[config.mk]
export PLATFORM = sky130hd
export DESIGN_NAME = ddr_lane_dly_seq
export DESIGN_NICKNAME = d
export VERILOG_FILES = /design/src/rtl/ddr_dly_pkg.sv /design/src/rtl/ddr_dly_tap_cnt.sv /design/src/rtl/ddr_lane_dly_seq.sv
export SDC_FILE = /design/constraint.sdc
export NUM_CORES = 1
export LEC_CHECK = 0
export CAP_MARGIN = 10
export CORE_ASPECT_RATIO = 1.25
export CORE_MARGIN = 8
export CORE_UTILIZATION = 45
export DETAILED_ROUTE_END_ITERATION = 10
export PLACE_DENSITY = 0.66
export SLEW_MARGIN = 20
export SYNTH_ARGS = -nofsm -noshare
export SYNTH_HDL_FRONTEND = slang
export SYNTH_SLANG_ARGS = --single-unit
[constraint.sdc]
create_clock -name FAB_CLK -period 5.6 [get_ports FAB_CLK]
set_clock_uncertainty 0.1 [all_clocks]
set_input_delay 1.12 -clock FAB_CLK [delete_from_list [all_inputs] [get_ports FAB_CLK]]
set_output_delay 1.12 -clock FAB_CLK [all_outputs]
set_load 0.02 [all_outputs]
[src/rtl/ddr_dly_pkg.sv]
// Shared types for the DDR lane delay-line sequencer: request op encoding,
// FSM states and the lane-select width helper.
package ddr_dly_pkg;

    typedef enum logic [1:0] {
        OP_INC  = 2'b00,
        OP_DEC  = 2'b01,
        OP_LOAD = 2'b10,
        OP_RSVD = 2'b11
    } dly_op_e;

    typedef enum logic [2:0] {
        ST_IDLE  = 3'd0,
        ST_PRE   = 3'd1,
        ST_SETUP = 3'd2,
        ST_MOVE  = 3'd3,
        ST_GAP   = 3'd4,
        ST_POST  = 3'd5,
        ST_DONE  = 3'd6
    } dly_state_e;

    function automatic int lane_w(input int n);
        return (n > 1) ? $clog2(n) : 1;
    endfunction

endpackage

[src/rtl/ddr_dly_tap_cnt.sv]
// Tap position tracker for one lane delay line: saturating inc/dec,
// synchronous clear, and at-limit flags used to refuse illegal moves.
module ddr_dly_tap_cnt #(
    parameter int TAP_W   = 8,
    parameter int MAX_TAP = 255
) (
    input  logic             clk,
    input  logic             rst,
    input  logic             inc,
    input  logic             dec,
    input  logic             clr,
    output logic [TAP_W-1:0] tap,
    output logic             at_max,
    output logic             at_zero
);

    logic [TAP_W-1:0] tap_q;

    assign at_max  = (tap_q == TAP_W'(MAX_TAP));
    assign at_zero = (tap_q == '0);
    assign tap     = tap_q;

    always_ff @(posedge clk) begin
        if (rst || clr) begin
            tap_q <= '0;
        end else if (inc && !at_max) begin
            tap_q <= tap_q + TAP_W'(1);
        end else if (dec && !at_zero) begin
            tap_q <= tap_q - TAP_W'(1);
        end
    end

endmodule

[src/rtl/ddr_lane_dly_seq.sv]
// Sequencer stepping one lane delay line per request, wrapping moves in a
// high-speed clock pause when DDR_DLY_CLK_PAUSE_EN is defined.
//
// Request handshake: REQ_READY is high only in IDLE; a request is taken on the
// rising edge where REQ_VALID && REQ_READY, and its lane/op/count are latched
// on that edge. Completion is a one-cycle DONE pulse with DONE_ERR alongside.
module ddr_lane_dly_seq
    import ddr_dly_pkg::*;
#(
    parameter int NUM_LANES  = 4,
    parameter int TAP_W      = 8,
    parameter int MAX_TAP    = 255,
    parameter int PAUSE_PRE  = 2,
    parameter int PAUSE_POST = 2
) (
    input  logic                         FAB_CLK,
    input  logic                         RESET,
    input  logic                         REQ_VALID,
    output logic                         REQ_READY,
    input  logic [lane_w(NUM_LANES)-1:0] REQ_LANE,
    input  logic [1:0]                   REQ_OP,
    input  logic [TAP_W-1:0]             REQ_COUNT,
    output logic                         DONE,
    output logic                         DONE_ERR,
    output logic [NUM_LANES-1:0]         DELAY_LINE_SEL,
    output logic                         DELAY_LINE_LOAD,
    output logic                         DELAY_LINE_DIRECTION,
    output logic                         DELAY_LINE_MOVE,
    output logic                         HS_IO_CLK_PAUSE,
    input  logic [NUM_LANES-1:0]         OUT_OF_RANGE,
    output logic [NUM_LANES*TAP_W-1:0]   TAP_POS,
    output logic [2:0]                   dbg_state
);

    localparam int LW = lane_w(NUM_LANES);

`ifdef DDR_DLY_CLK_PAUSE_EN
    localparam bit PAUSE_EN = 1'b1;
`else
    localparam bit PAUSE_EN = 1'b0;
`endif

    dly_state_e       state_q, state_nxt;
    dly_op_e          op_q, op_nxt;
    logic [LW-1:0]    lane_q, lane_nxt;
    logic [TAP_W-1:0] rem_q, rem_nxt;
    logic [3:0]       cnt_q, cnt_nxt;
    logic             err_q, err_nxt;

    logic                 ready_q, done_q, done_err_q, load_q, dir_q, move_q, pause_q;
    logic [NUM_LANES-1:0] sel_q, sel_nxt;

    logic [NUM_LANES-1:0] lane_max, lane_zero;
    logic                 sel_max, sel_zero, sel_oor, lane_ok, in_win;
    logic                 end_moves, try_move;

    genvar gi;
    generate
        for (gi = 0; gi < NUM_LANES; gi++) begin : g_lane
            logic hit;
            assign hit = (lane_q == LW'(gi));
            ddr_dly_tap_cnt #(.TAP_W(TAP_W), .MAX_TAP(MAX_TAP)) u_tap (
                .clk     (FAB_CLK),
                .rst     (RESET),
                .inc     (hit && state_q == ST_MOVE && op_q == OP_INC),
                .dec     (hit && state_q == ST_MOVE && op_q == OP_DEC),
                .clr     (hit && state_q == ST_SETUP && op_q == OP_LOAD),
                .tap     (TAP_POS[gi*TAP_W +: TAP_W]),
                .at_max  (lane_max[gi]),
                .at_zero (lane_zero[gi])
            );
        end
    endgenerate

    always_comb begin
        sel_max  = 1'b0;
        sel_zero = 1'b0;
        sel_oor  = 1'b0;
        sel_nxt  = '0;
        for (int i = 0; i < NUM_LANES; i++) begin
            if (lane_q == LW'(i)) begin
                sel_max  = lane_max[i];
                sel_zero = lane_zero[i];
                sel_oor  = OUT_OF_RANGE[i];
            end
            sel_nxt[i] = (lane_nxt == LW'(i));
        end
    end

    assign lane_ok = (int'(REQ_LANE) < NUM_LANES);

    always_comb begin
        state_nxt = state_q;
        op_nxt    = op_q;
        lane_nxt  = lane_q;
        rem_nxt   = rem_q;
        cnt_nxt   = cnt_q;
        err_nxt   = err_q;
        end_moves = 1'b0;
        try_move  = 1'b0;
        case (state_q)
            ST_IDLE: begin
                if (REQ_VALID) begin
                    op_nxt   = dly_op_e'(REQ_OP);
                    lane_nxt = REQ_LANE;
                    rem_nxt  = REQ_COUNT;
                    err_nxt  = 1'b0;
                    if (!lane_ok || dly_op_e'(REQ_OP) == OP_RSVD) begin
                        err_nxt   = 1'b1;
                        state_nxt = ST_DONE;
                    end else if (PAUSE_EN) begin
                        state_nxt = ST_PRE;
                        cnt_nxt   = 4'(PAUSE_PRE - 1);
                    end else begin
                        state_nxt = ST_SETUP;
                    end
                end
            end
            ST_PRE: begin
                if (cnt_q == '0) state_nxt = ST_SETUP;
                else             cnt_nxt   = cnt_q - 4'd1;
            end
            ST_SETUP: begin
                if (op_q == OP_LOAD) end_moves = 1'b1;
                else                 try_move  = 1'b1;
            end
            ST_MOVE: begin
                rem_nxt   = rem_q - TAP_W'(1);
                state_nxt = ST_GAP;
            end
            ST_GAP: begin
                if (sel_oor) begin
                    err_nxt   = 1'b1;
                    end_moves = 1'b1;
                end else begin
                    try_move = 1'b1;
                end
            end
            ST_POST: begin
                if (cnt_q == '0) state_nxt = ST_DONE;
                else             cnt_nxt   = cnt_q - 4'd1;
            end
            ST_DONE: state_nxt = ST_IDLE;
            default: state_nxt = ST_IDLE;
        endcase

        // A move that would run past either end of the line is refused, not clipped.
        if (try_move) begin
            if (rem_q == '0) begin
                end_moves = 1'b1;
            end else if ((op_q == OP_INC && sel_max) || (op_q == OP_DEC && sel_zero)) begin
                err_nxt   = 1'b1;
                end_moves = 1'b1;
            end else begin
                state_nxt = ST_MOVE;
            end
        end
        if (end_moves) begin
            if (PAUSE_EN) begin
                state_nxt = ST_POST;
                cnt_nxt   = 4'(PAUSE_POST - 1);
            end else begin
                state_nxt = ST_DONE;
            end
        end
    end

    assign in_win = (state_nxt == ST_SETUP) || (state_nxt == ST_MOVE) || (state_nxt == ST_GAP);

    // Outputs are decoded from the next state so they line up with the state register.
    always_ff @(posedge FAB_CLK) begin
        if (RESET) begin
            state_q    <= ST_IDLE;
            op_q       <= OP_INC;
            lane_q     <= '0;
            rem_q      <= '0;
            cnt_q      <= '0;
            err_q      <= 1'b0;
            ready_q    <= 1'b1;
            done_q     <= 1'b0;
            done_err_q <= 1'b0;
            load_q     <= 1'b0;
            dir_q      <= 1'b0;
            move_q     <= 1'b0;
            pause_q    <= 1'b0;
            sel_q      <= '0;
        end else begin
            state_q    <= state_nxt;
            op_q       <= op_nxt;
            lane_q     <= lane_nxt;
            rem_q      <= rem_nxt;
            cnt_q      <= cnt_nxt;
            err_q      <= err_nxt;
            ready_q    <= (state_nxt == ST_IDLE);
            done_q     <= (state_nxt == ST_DONE);
            done_err_q <= (state_nxt == ST_DONE) && err_nxt;
            load_q     <= (state_nxt == ST_SETUP) && (op_nxt == OP_LOAD);
            dir_q      <= in_win && (op_nxt == OP_INC);
            move_q     <= (state_nxt == ST_MOVE);
            pause_q    <= PAUSE_EN && (state_nxt != ST_IDLE) && (state_nxt != ST_DONE);
            sel_q      <= in_win ? sel_nxt : '0;
        end
    end

    assign REQ_READY            = ready_q;
    assign DONE                 = done_q;
    assign DONE_ERR             = done_err_q;
    assign DELAY_LINE_SEL       = sel_q;
    assign DELAY_LINE_LOAD      = load_q;
    assign DELAY_LINE_DIRECTION = dir_q;
    assign DELAY_LINE_MOVE      = move_q;
    assign HS_IO_CLK_PAUSE      = pause_q;
    assign dbg_state            = state_q;

endmodule

==> results.sh <==
export IMPL_die_area_um2=12700
export IMPL_synth_edf_count=0
export IMPL_synth_main_ff_cell="dfxtp_1"
export IMPL_slew_violations=0
export IMPL_drtIter0Drc=147
export IMPL_yosysSeqAreaShare_pct=29.6
export IMPL_layout_nets=612
export IMPL_yosysWarnings=0
export IMPL_cts_sinks=62
export IMPL_hold_violations=0
export IMPL_pin_count=65
export IMPL_grt_max_degree=21
export IMPL_fillerInstances=855
export IMPL_worst_pin_slew_ns=0.924
export IMPL_die_h_um=124
export IMPL_overflow=0
export IMPL_cts_buffer_depth=2
export IMPL_post_route_period_util_pct=65.3
export IMPL_slowest_stage="or4b_2"
export IMPL_fmax_mhz=273
export IMPL_yosysTopAreaCellShare_pct=29.6
export IMPL_cts_tree="done"
export IMPL_cts_setup_buffers=0
export IMPL_setup_viol=0
export IMPL_portBuffers=63
export IMPL_syn2layout_area_growth_pct=24.0
export IMPL_post_route_min_period_ns=3.66
export IMPL_wl_per_cell_um=15.5
export IMPL_crit_type="reg2reg"
export IMPL_gp_congestion=0.840
export IMPL_worst_path_dominant_cell_family="simple AND/OR/NAND/NOR gates"
export IMPL_async_reset_ff_share_pct=0
export IMPL_utilization_pct=57.0
export IMPL_drtPass1Iterations=5
export IMPL_post_synth_top_count_cell="dfxtp_1"
export IMPL_postSynthAreaPerCell_um2=8.33
export IMPL_start_kind="flip-flop"
export IMPL_tns_ns=0
export IMPL_arrival_ns=3.82
export IMPL_rows=39
export IMPL_post_route_drc_count=0
export IMPL_vias=3915
export IMPL_grt_pass1_vias=3760
export IMPL_yosys_top_cells_count="dfxtp_1, nor2_1, nand2_1"
export IMPL_clock_root_buffer="clkbuf_16"
export IMPL_end_kind="flip-flop"
export IMPL_cp_max_fo=14
export IMPL_h_tree_depth=3
export IMPL_ant_nets=0
export IMPL_n_antenna_cell=0
export IMPL_p_per_area_nw_per_um2=310
export IMPL_rsz0062_at_grt="false"
export IMPL_crit_chain="nor3b_1, nand2_1, or2_2, ha_1, a21o_1, a21oi_1, or4b_2, a41o_1, a21oi_2"
export IMPL_status="finished, final reports clean"
export IMPL_clk_pin_slew_worst_paths_ns=0.05
export IMPL_initial_core_util_pct=46.0
export IMPL_postCtsHoldBufs=0
export IMPL_relSlewSlack_pct=38.3
export IMPL_cts_resized_gates=0
export IMPL_core_um2=9130
export IMPL_syn_area_um2=4200
export IMPL_hp_class="reg2reg"
export IMPL_cts_buffers=9
export IMPL_drive_gt1_share_pct=5.48
export IMPL_maxCapViolCount=0
export IMPL_cp_num_buf_inv=0
export IMPL_die_width_um=102
export IMPL_track_usage_pct=17.2
export IMPL_grt_first_pass_wirelength_mm=17.8
export IMPL_place_detailed_hpwl_mm=7.93
export IMPL_yosys_area_top_type="dfxtp_1"
export IMPL_syn_num_nets=554
export IMPL_p_leak_nw=2.08
export IMPL_synth_cell_types=66
export IMPL_insertion_delay_ns=0.33
export IMPL_critPathMaxStageDelay_ns=0.64
export IMPL_ys_top_cells_by_area="dfxtp_1, ha_1, nor2_1, mux2i_1, a21oi_1"
export IMPL_worstPathRequired_ns=5.76
export IMPL_synth_cells=504
export IMPL_wl_mm=10.7
export IMPL_yosys_register_bits=62
export IMPL_antenna_found_initial=0
export IMPL_via_per_inst=5.68
export IMPL_vdd_drop_max_mv=0.150
==> final cells by class <==
class                   instances  area [um2]  share of cell area (%)
multi-input cells             401        2760                    53.0
well taps                     123         154                    2.96
clock inverters                 4        70.1                    1.35
clock buffers                  11         253                    4.86
repair buffers                 64         638                    12.3
flip-flops and latches         62        1240                    23.9
inverters                      24        90.1                    1.73
==> report_power, final <==
| group | internal (mW) | total [mW] | switching [mW] |
|---|---|---|---|
| Sequential | 0.489 | 0.549 | 0.0599 |
| Combinational | 0.197 | 0.464 | 0.267 |
| Clock | 0.409 | 0.602 | 0.193 |
==> registers in the layout (all words and copies together) (netlist names), 2 cells and up <==
signal and cells:
cnt_q 4, DELAY_LINE_SEL 4, rem_q 8, op_q 2
g_lane.u_tap.tap 32, lane_q 2, dbg_state 3
==> worst min-delay path: stages (launching register included) <==
cell and delay, ns:
dfxtp_1 0.33, a222oi_1 0.07, nor2_1 0.08
==> layer usage <==
layer	vias to the layer above	global-route usage, %	routed length (um)
met1	1833	21.6	4880
met3	18	3.41	650
li1	1966	-	-
met5	-	0	0
met4	0	7.18	189
met2	98	28.2	4990
==> through the flow <==
stage	instances	cell area, um2	power (mW)	setup slack (ns)	hold slack (ns)
after floorplan	504	4200	0.875	2.50	0.369
after global placement	674	4880	1.01	2.10	0.399
after detailed placement	674	4880	1.02	1.93	0.399
after CTS	689	5200	1.62	1.94	0.412
after global routing	689	5200	1.70	1.66	0.437
final	689	5200	1.62	1.94	0.412
==> path summary, 6_finish.rpt <==
check / from / endpoint / slack, ns / cells past startpoint
setup / recovery: dbg_state[0]$_SDFF_PP0_ / g_lane[1].u_tap.tap[6]$_SDFFE_PP0P_ / 1.94 / 9
hold reg to reg: rem_q[5]$_SDFFE_PP0P_ / rem_q[5]$_SDFFE_PP0P_ / 0.41 / 2
hold / removal: rem_q[5]$_SDFFE_PP0P_ / rem_q[5]$_SDFFE_PP0P_ / 0.41 / 2
setup reg to reg: dbg_state[0]$_SDFF_PP0_ / g_lane[1].u_tap.tap[6]$_SDFFE_PP0P_ / 1.94 / 9
==> layout by cell type (no fill, tap or decap), drive strengths merged, types with 10 or more instances in the layout <==
master / netlist / final
nor3: 19 / 19
nor2: 59 / 59
ha: 27 / 27
inv: 24 / 24
clkbuf: 6 / 11
a21oi: 31 / 31
xor2: 15 / 15
mux2i: 22 / 22
nand3: 26 / 26
o21ai: 18 / 18
nand2: 35 / 35
clkdlybuf4s50: 0 / 63
o2111ai: 10 / 10
dfxtp: 62 / 62
==> cell families after synthesis <==
family / count (synthesis) / share of synthesized area [%]
adder cells (fa/ha/maj): 31 / 9.96
other: 1 / 0.0894
XOR/XNOR: 23 / 4.80
multiplexers: 24 / 6.05
AO/OA/AOI/OAI: 113 / 18.8
buffers and inverters: 41 / 4.71
AND/OR/NAND/NOR: 209 / 26.0
flip-flops: 62 / 29.6
(Power assumes the default switching activity.)
